## config.mk

```make
export PLATFORM = sky130hd
export DESIGN_NAME = pipe_skid_reg
export DESIGN_NICKNAME = d
export VERILOG_FILES = /design/src/rtl/pipe_skid_reg.sv
export SDC_FILE = /design/constraint.sdc
export NUM_CORES = 1
export LEC_CHECK = 0
export ABC_AREA = 1
export CAP_MARGIN = 20
export CORE_MARGIN = 2
export CORE_UTILIZATION = 45
export DETAILED_ROUTE_END_ITERATION = 10
export GPL_ROUTABILITY_DRIVEN = 0
export PLACE_DENSITY = 0.73
export SYNTH_ARGS = -nofsm -noshare
export SYNTH_HDL_FRONTEND = slang
export SYNTH_SLANG_ARGS = --single-unit
```

## constraint.sdc

```tcl
create_clock -name clock -period 9.05 [get_ports clock]
set_clock_uncertainty 0.2 [all_clocks]
set_input_delay 1.81 -clock clock [delete_from_list [all_inputs] [get_ports clock]]
set_output_delay 1.81 -clock clock [all_outputs]
set_load 0.05 [all_outputs]
```

## src/rtl/pipe_skid_reg.sv

```systemverilog
// Pipeline-stage register with a two-entry skid buffer, a flush and a stall counter.
// in_ready comes from registers only, so no combinational ready path runs back upstream.
module pipe_skid_reg #(
  parameter int DATA_W = 101,
  parameter int CTRL_W = 6,
  parameter int CNT_W  = 16
) (
  input  logic              clock,
  input  logic              reset,
  input  logic              flush,
  input  logic              in_valid,
  output logic              in_ready,
  input  logic [CTRL_W-1:0] in_ctrl,
  input  logic [DATA_W-1:0] in_data,
  output logic              out_valid,
  input  logic              out_ready,
  output logic [CTRL_W-1:0] out_ctrl,
  output logic [DATA_W-1:0] out_data,
  output logic [CNT_W-1:0]  stall_cnt
);

  logic              main_v;
  logic [CTRL_W-1:0] main_ctrl;
  logic [DATA_W-1:0] main_data;
  logic              skid_v;
  logic [CTRL_W-1:0] skid_ctrl;
  logic [DATA_W-1:0] skid_data;
  logic [CNT_W-1:0]  cnt;

  logic accept;
  logic pop;
  logic stall;

  assign in_ready  = !skid_v;
  assign accept    = in_valid & in_ready;
  assign pop       = main_v & out_ready;
  assign stall     = main_v & ~out_ready;

  assign out_valid = main_v;
  assign out_ctrl  = main_v ? main_ctrl : '0;
  assign out_data  = main_data;
  assign stall_cnt = cnt;

  // Flush wins; payload registers keep their contents.
  always_ff @(posedge clock or posedge reset) begin
    if (reset) begin
      main_v    <= 1'b0;
      main_ctrl <= '0;
      main_data <= '0;
      skid_v    <= 1'b0;
      skid_ctrl <= '0;
      skid_data <= '0;
    end else if (flush) begin
      main_v <= 1'b0;
      skid_v <= 1'b0;
    end else begin
      unique case (1'b1)
        !main_v: begin
          if (accept) begin
            main_v    <= 1'b1;
            main_ctrl <= in_ctrl;
            main_data <= in_data;
          end
        end
        main_v && !skid_v: begin
          if (accept && !pop) begin
            skid_v    <= 1'b1;
            skid_ctrl <= in_ctrl;
            skid_data <= in_data;
          end else if (accept) begin
            main_ctrl <= in_ctrl;
            main_data <= in_data;
          end else if (pop) begin
            main_v <= 1'b0;
          end
        end
        main_v && skid_v: begin
          if (pop) begin
            main_ctrl <= skid_ctrl;
            main_data <= skid_data;
            skid_v    <= 1'b0;
          end
        end
      endcase
    end
  end

  always_ff @(posedge clock or posedge reset) begin
    if (reset) begin
      cnt <= '0;
    end else if (stall && cnt != '1) begin
      cnt <= cnt + 1'b1;
    end
  end

endmodule

```

==> flow_summary.toml, run 1 <==
[finish]
layout-drive-gt1-share_pct = 3.29
final_common_cell = "nand2_1"
fin_util_pct = 59.7
area_growth_pct = 31.5
nFillCells = 2095
final_cell_area_sq_um = 13900
nets = 1645
seqCellArea_sq_um = 5810
diodes = 0
final_cell_mix = "nand2_1, inv_1, clkdlybuf4s50_1"
multi_input_area_sq_um = 3470

[route]
routed_wl_mm = 24.7
drtIter0Drc = 502
vias_per_cell = 4.68
drc_errors = 0
routedWlPerCell_microns = 13.2
drtAntennaViolNets = 0
drt-pass1-iter-count = 5
dr_total_vias = 8750

[synthesis]
synthArstFlopShare_pct = 100
ys_ff_latch = 232
synth_top_area_share_pct = 55.0
ys.flop_type = "dfrtp_1"
syn_area_sq_um = 10600
ys_warn_count = 0
syn-num-nets = 1445
ys_seq_area_share_pct = 55.0
syn_avg_cell_area_sq_um = 7.93
synth_cells = 1332
synth_area_leaders = "dfrtp_1, nand2_1, o21ai_0"
synth_edf_count = 0
synth_area_leader_cell = "dfrtp_1"
synth_cell_types = 23

[critical_path]
critPathMaxFanout = 12
crit_path_top_delay_cell = "clkdlybuf4s50_1"
max_stage_delay_ps = 830
critPathLaunchType = "flip-flop"
worstPathRequired_ps = 7040
path_cells = "nand2_1 > inv_1 > clkdlybuf4s50_1"
path_class = "flip-flop to output port"
end_kind = "output port"
worstPathArrival_ps = 2250

[sta]
rsz0062_at_grt = "no"
fin_crit_sh_pct = 47.1
setup_viol = 0
clock.fmax_ghz = 0.235
post-route-min-period_ps = 4260
drv_slew = 0
slew_headroom_pct = 31.4
hold_ws_ps = 285
hold_violations = 0
fin_ws_ps = 4790
worst_pin_slew_ps = 1030
fin_tns_setup_ps = 0

[power_and_ir_drop]
p_leak_nw = 6.94
p_per_area_nw_per_um2 = 247
seqPwrFrac_pct = 41.4
peakVddDrop_uv = 143
power.clock.fraction_pct = 29.7
switchingPower_w = 0.00119
switching_share_pct = 34.8
comb_power_share_pct = 28.9
power.internal_w = 0.00223

[clocking]
clock_latency_ps = 510
htree_levels = 1
post-cts-setup-buffers = 0
cts_buffer_depth = 3
cts_tree = "yes"
clock-sinks = 232
hold_buffers = 0
cts_buffers = 26
clk_pin_slew_ps = 60
clockRootBuffer = "clkbuf_16"
cts-resized-gates = 0

[global_routing]
antenna_found_initial = 0
grt_usage_pct = 20.1
grt_pass1_wl_mm = 40.6
gr-total-overflow = 0
grt_pass1_vias = 8330
grt_max_degree = 119

[placement]
portBuffers = 236
pre_cts_slack_ps = 4170
dp_hpwl_mm = 16.1
placed_cell_area_sq_um = 13000

[floorplanning]
ios = 237
die_h_microns = 157
die_x_microns = 157
die_area_sq_um = 24700
core.rowCount = 56
initial_core_util_pct = 45.4
core_sq_um = 23300

[status]
status = "finished clean"

[flow_run]
maxCapViolCount = 0

[worst_hold_path]
hold_class = "flip-flop to flip-flop"
==> area by class of cell <==
class                      instances  share of cell area [%]
tap                              319                    2.87
clock inverter                     7                   0.477
clock buffer                      39                    5.48
sequential                       232                    41.8
inverter                         245                    6.68
multi-input combinational        783                    25.0
timing repair buffer             244                    17.7
==> cell families after synthesis <==
group / after synthesis / synth area share [%]
buf+inv: 317 / 12.4
flops: 232 / 55.0
compound gates: 329 / 15.8
xor+xnor: 5 / 0.415
fa+ha+maj: 1 / 0.118
simple gates: 448 / 16.3
==> per-layer routing <==
layer  track usage [%]  wire, microns  up-vias
met5                 0              0        -
met4              4.11            360        0
met3              4.13           1590       32
met2              32.1          11500      230
met1              28.5          11300     4013
li1                  -              -     4475
==> power groups by stage <==
stage | registers [W] | logic [W] | clock network [W]
after floorplan | 0.00176 | 0.000312 | 0
after global placement | 0.00143 | 0.000973 | 0
after detailed placement | 0.00143 | 0.000994 | 0
after CTS | 0.00142 | 0.000998 | 0.00104
after global routing | 0.00145 | 0.00108 | 0.00109
final | 0.00142 | 0.000991 | 0.00102
==> cells in the mapped netlist (3+ instances only) <==
master    number
xor2_1         3
buf_2         34
inv_1        245
clkbuf_1      22
buf_4          8
nor3_1         3
o21ai_0      201
o21ai_1       18
nor2_1       126
a21oi_1      107
nand3_1       10
buf_6          6
nand4_1        7
dfrtp_1      232
nand2_1      299
==> path summary, 6_finish.rpt <==
kind / to / cells after the start / slack (ps) / from
worst min-delay path: skid_data[66] / 2 / 290 / skid_data[66]
worst max-delay path: out_ctrl[2] / 3 / 4790 / out_valid
worst max register to register: out_data[66] / 4 / 5690 / out_valid
worst min register to register: skid_data[66] / 2 / 290 / skid_data[66]
max in group asynchronous: skid_data[77] / 3 / 5550 / reset
min in group asynchronous: out_data[51] / 2 / 1650 / reset
==> sequential cells by signal (all words and copies together) (netlist names) <==
register and flops:
skid_data 101, skid_ctrl 6, out_valid 1, main_ctrl 6, skid_v 1, out_data 101
stall_cnt 16
==> metrics by stage <==
step | total power, W | cells
floorplan | 0.00207 | 1332
global placement | 0.00240 | 1821
detailed placement | 0.00243 | 1821
CTS | 0.00346 | 1867
global route | 0.00361 | 1869
finish | 0.00343 | 1869
==> worst max-delay path, delay by kind of cell, from the launching register on <==
kind	cells	cell delay [ps]
buf+inv	2	900
flops	1	730
simple gates	1	110
(Power assumes the default switching activity.)
==> run 2: changes to the inputs <==
==> constraint.sdc (replaced) <==
create_clock -name clock -period 4 [get_ports clock]
set_clock_uncertainty 0.2 [all_clocks]
set_input_delay 0.8 -clock clock [delete_from_list [all_inputs] [get_ports clock]]
set_output_delay 0.8 -clock clock [all_outputs]
set_load 0.05 [all_outputs]
==> run 2 against run 1 <==
Count of clock-buffer cells in the layout shrank 1; die area did not move; largest cell class unchanged; final cell count rose by 0.27%; non-clock buffer count increased by 4; total power increased by 130%; combinational power rose by 130%; worst hold slack gained 1.2 ps; critical path type unchanged.
==> flow_summary.toml, run 2 (synthesized netlist as in run 1, its figures left out) <==
[status]
status = "finished clean"

[clocking]
cts-resized-gates = 0
cts_buffer_depth = 3
cts_tree = "yes"
post-cts-setup-buffers = 0
clock-sinks = 232
clockRootBuffer = "clkbuf_16"
htree_levels = 1
hold_buffers = 0
clk_pin_slew_ps = 60
cts_buffers = 26
clock_latency_ps = 530

[global_routing]
grt_usage_pct = 20.0
grt_pass1_vias = 8388
antenna_found_initial = 0
grt_pass1_wl_mm = 40.7
grt_max_degree = 215
gr-total-overflow = 0

[sta]
drv_slew = 0
setup_viol = 0
fin_tns_setup_ps = 0
hold_ws_ps = 286
worst_pin_slew_ps = 1060
fin_crit_sh_pct = 79.9
rsz0062_at_grt = "no"
hold_violations = 0
post-route-min-period_ps = 3200
clock.fmax_ghz = 0.313
slew_headroom_pct = 29.1

[critical_path]
path_class = "flip-flop to output port"
rr_worst_depth = 7
critPathLaunchType = "flip-flop"
reg2reg_from = "stall_cnt[0]"
end_kind = "output port"
cp-startpoint = "out_valid"
crit_end = "out_ctrl[2]"
critPathMaxFanout = 12
worstPathArrival_ps = 2200
reg2reg_setup_slack_ps = 1700
r2r_end = "stall_cnt[7]"
worstPathRequired_ps = 3000

[finish]
fin_util_pct = 60.1
nets = 1649
final_cell_mix = "nand2_1, inv_1, clkdlybuf4s50_1"
nFillCells = 2093
diodes = 0
final_common_cell = "nand2_1"
area_growth_pct = 32.3
layout-drive-gt1-share_pct = 3.67
final_cell_area_sq_um = 14000

[route]
drc_errors = 0
routed_wl_mm = 24.5
drtIter0Drc = 467
vias_per_cell = 4.69
drt-pass1-iter-count = 6
drtAntennaViolNets = 0
dr_total_vias = 8780
routedWlPerCell_microns = 13.1

[floorplanning]
core_sq_um = 23300
core.rowCount = 56
ios = 237
die_x_microns = 157
die_area_sq_um = 24700
initial_core_util_pct = 45.4
die_h_microns = 157

[placement]
dp_hpwl_mm = 16.2
placed_cell_area_sq_um = 13100
portBuffers = 236

[power_and_ir_drop]
peakVddDrop_uv = 356
p_per_area_nw_per_um2 = 557
p_total_w = 0.00778
p_leak_nw = 6.96

[flow_run]
maxCapViolCount = 0

[worst_hold_path]
hold_class = "flip-flop to flip-flop"
==> run 2: cell type report <==
| type | count | area, sq um | share of cell area [%] |
|---|---|---|---|
| flip-flops and latches | 232 | 5810 | 41.6 |
| inverters | 245 | 923 | 6.61 |
| clock inverters | 9 | 101 | 0.725 |
| repair buffers | 248 | 2530 | 18.1 |
| clock buffers | 38 | 746 | 5.34 |
| well taps | 319 | 399 | 2.86 |
| multi-input cells | 783 | 3470 | 24.8 |
==> run 2: worst min-delay path by stage <==
stage          depth (start not counted)  slack, ps           from             to
2_1_floorplan                          2        250  skid_data[66]  skid_data[66]
3_3_place_gp                           2        270  skid_data[73]  skid_data[73]
3_5_place_dp                           2        270  skid_data[75]  skid_data[75]
4_1_cts                                2        290  skid_data[77]  skid_data[77]
5_1_grt                                2        310  skid_data[69]  skid_data[69]
6_report                               2        290  skid_data[75]  skid_data[75]
==> run 2: metrics by stage <==
step,setup slack [ps],cells
finish,802,1874
global route,705,1874
CTS,744,1874
detailed placement,988,1827
global placement,1030,1827
floorplan,-35.9,1332
==> run 2: report_power, final <==
group / switching (W) / total (W) / internal (W)
Combinational: 0.00147 / 0.00225 / 0.000780
Clock: 0.000964 / 0.00233 / 0.00137
Sequential: 0.000287 / 0.00319 / 0.00291
==> run 2: critical path: stages, from the launching register on <==
cell and delay (ps):
dfrtp_1 670, nand2_1 100, inv_1 80, clkdlybuf4s50_1 830
==> run 2: metal layers <==
| layer | vias to the layer above | share of wire (%) | GRT usage, % |
|---|---|---|---|
| li1 | 4488 | - | - |
| met1 | 4038 | 46 | 27.3 |
| met2 | 214 | 45 | 32.0 |
| met3 | 40 | 6.3 | 4.98 |
| met4 | 0 | 2.5 | 5.37 |
| met5 | - | 0 | 0 |
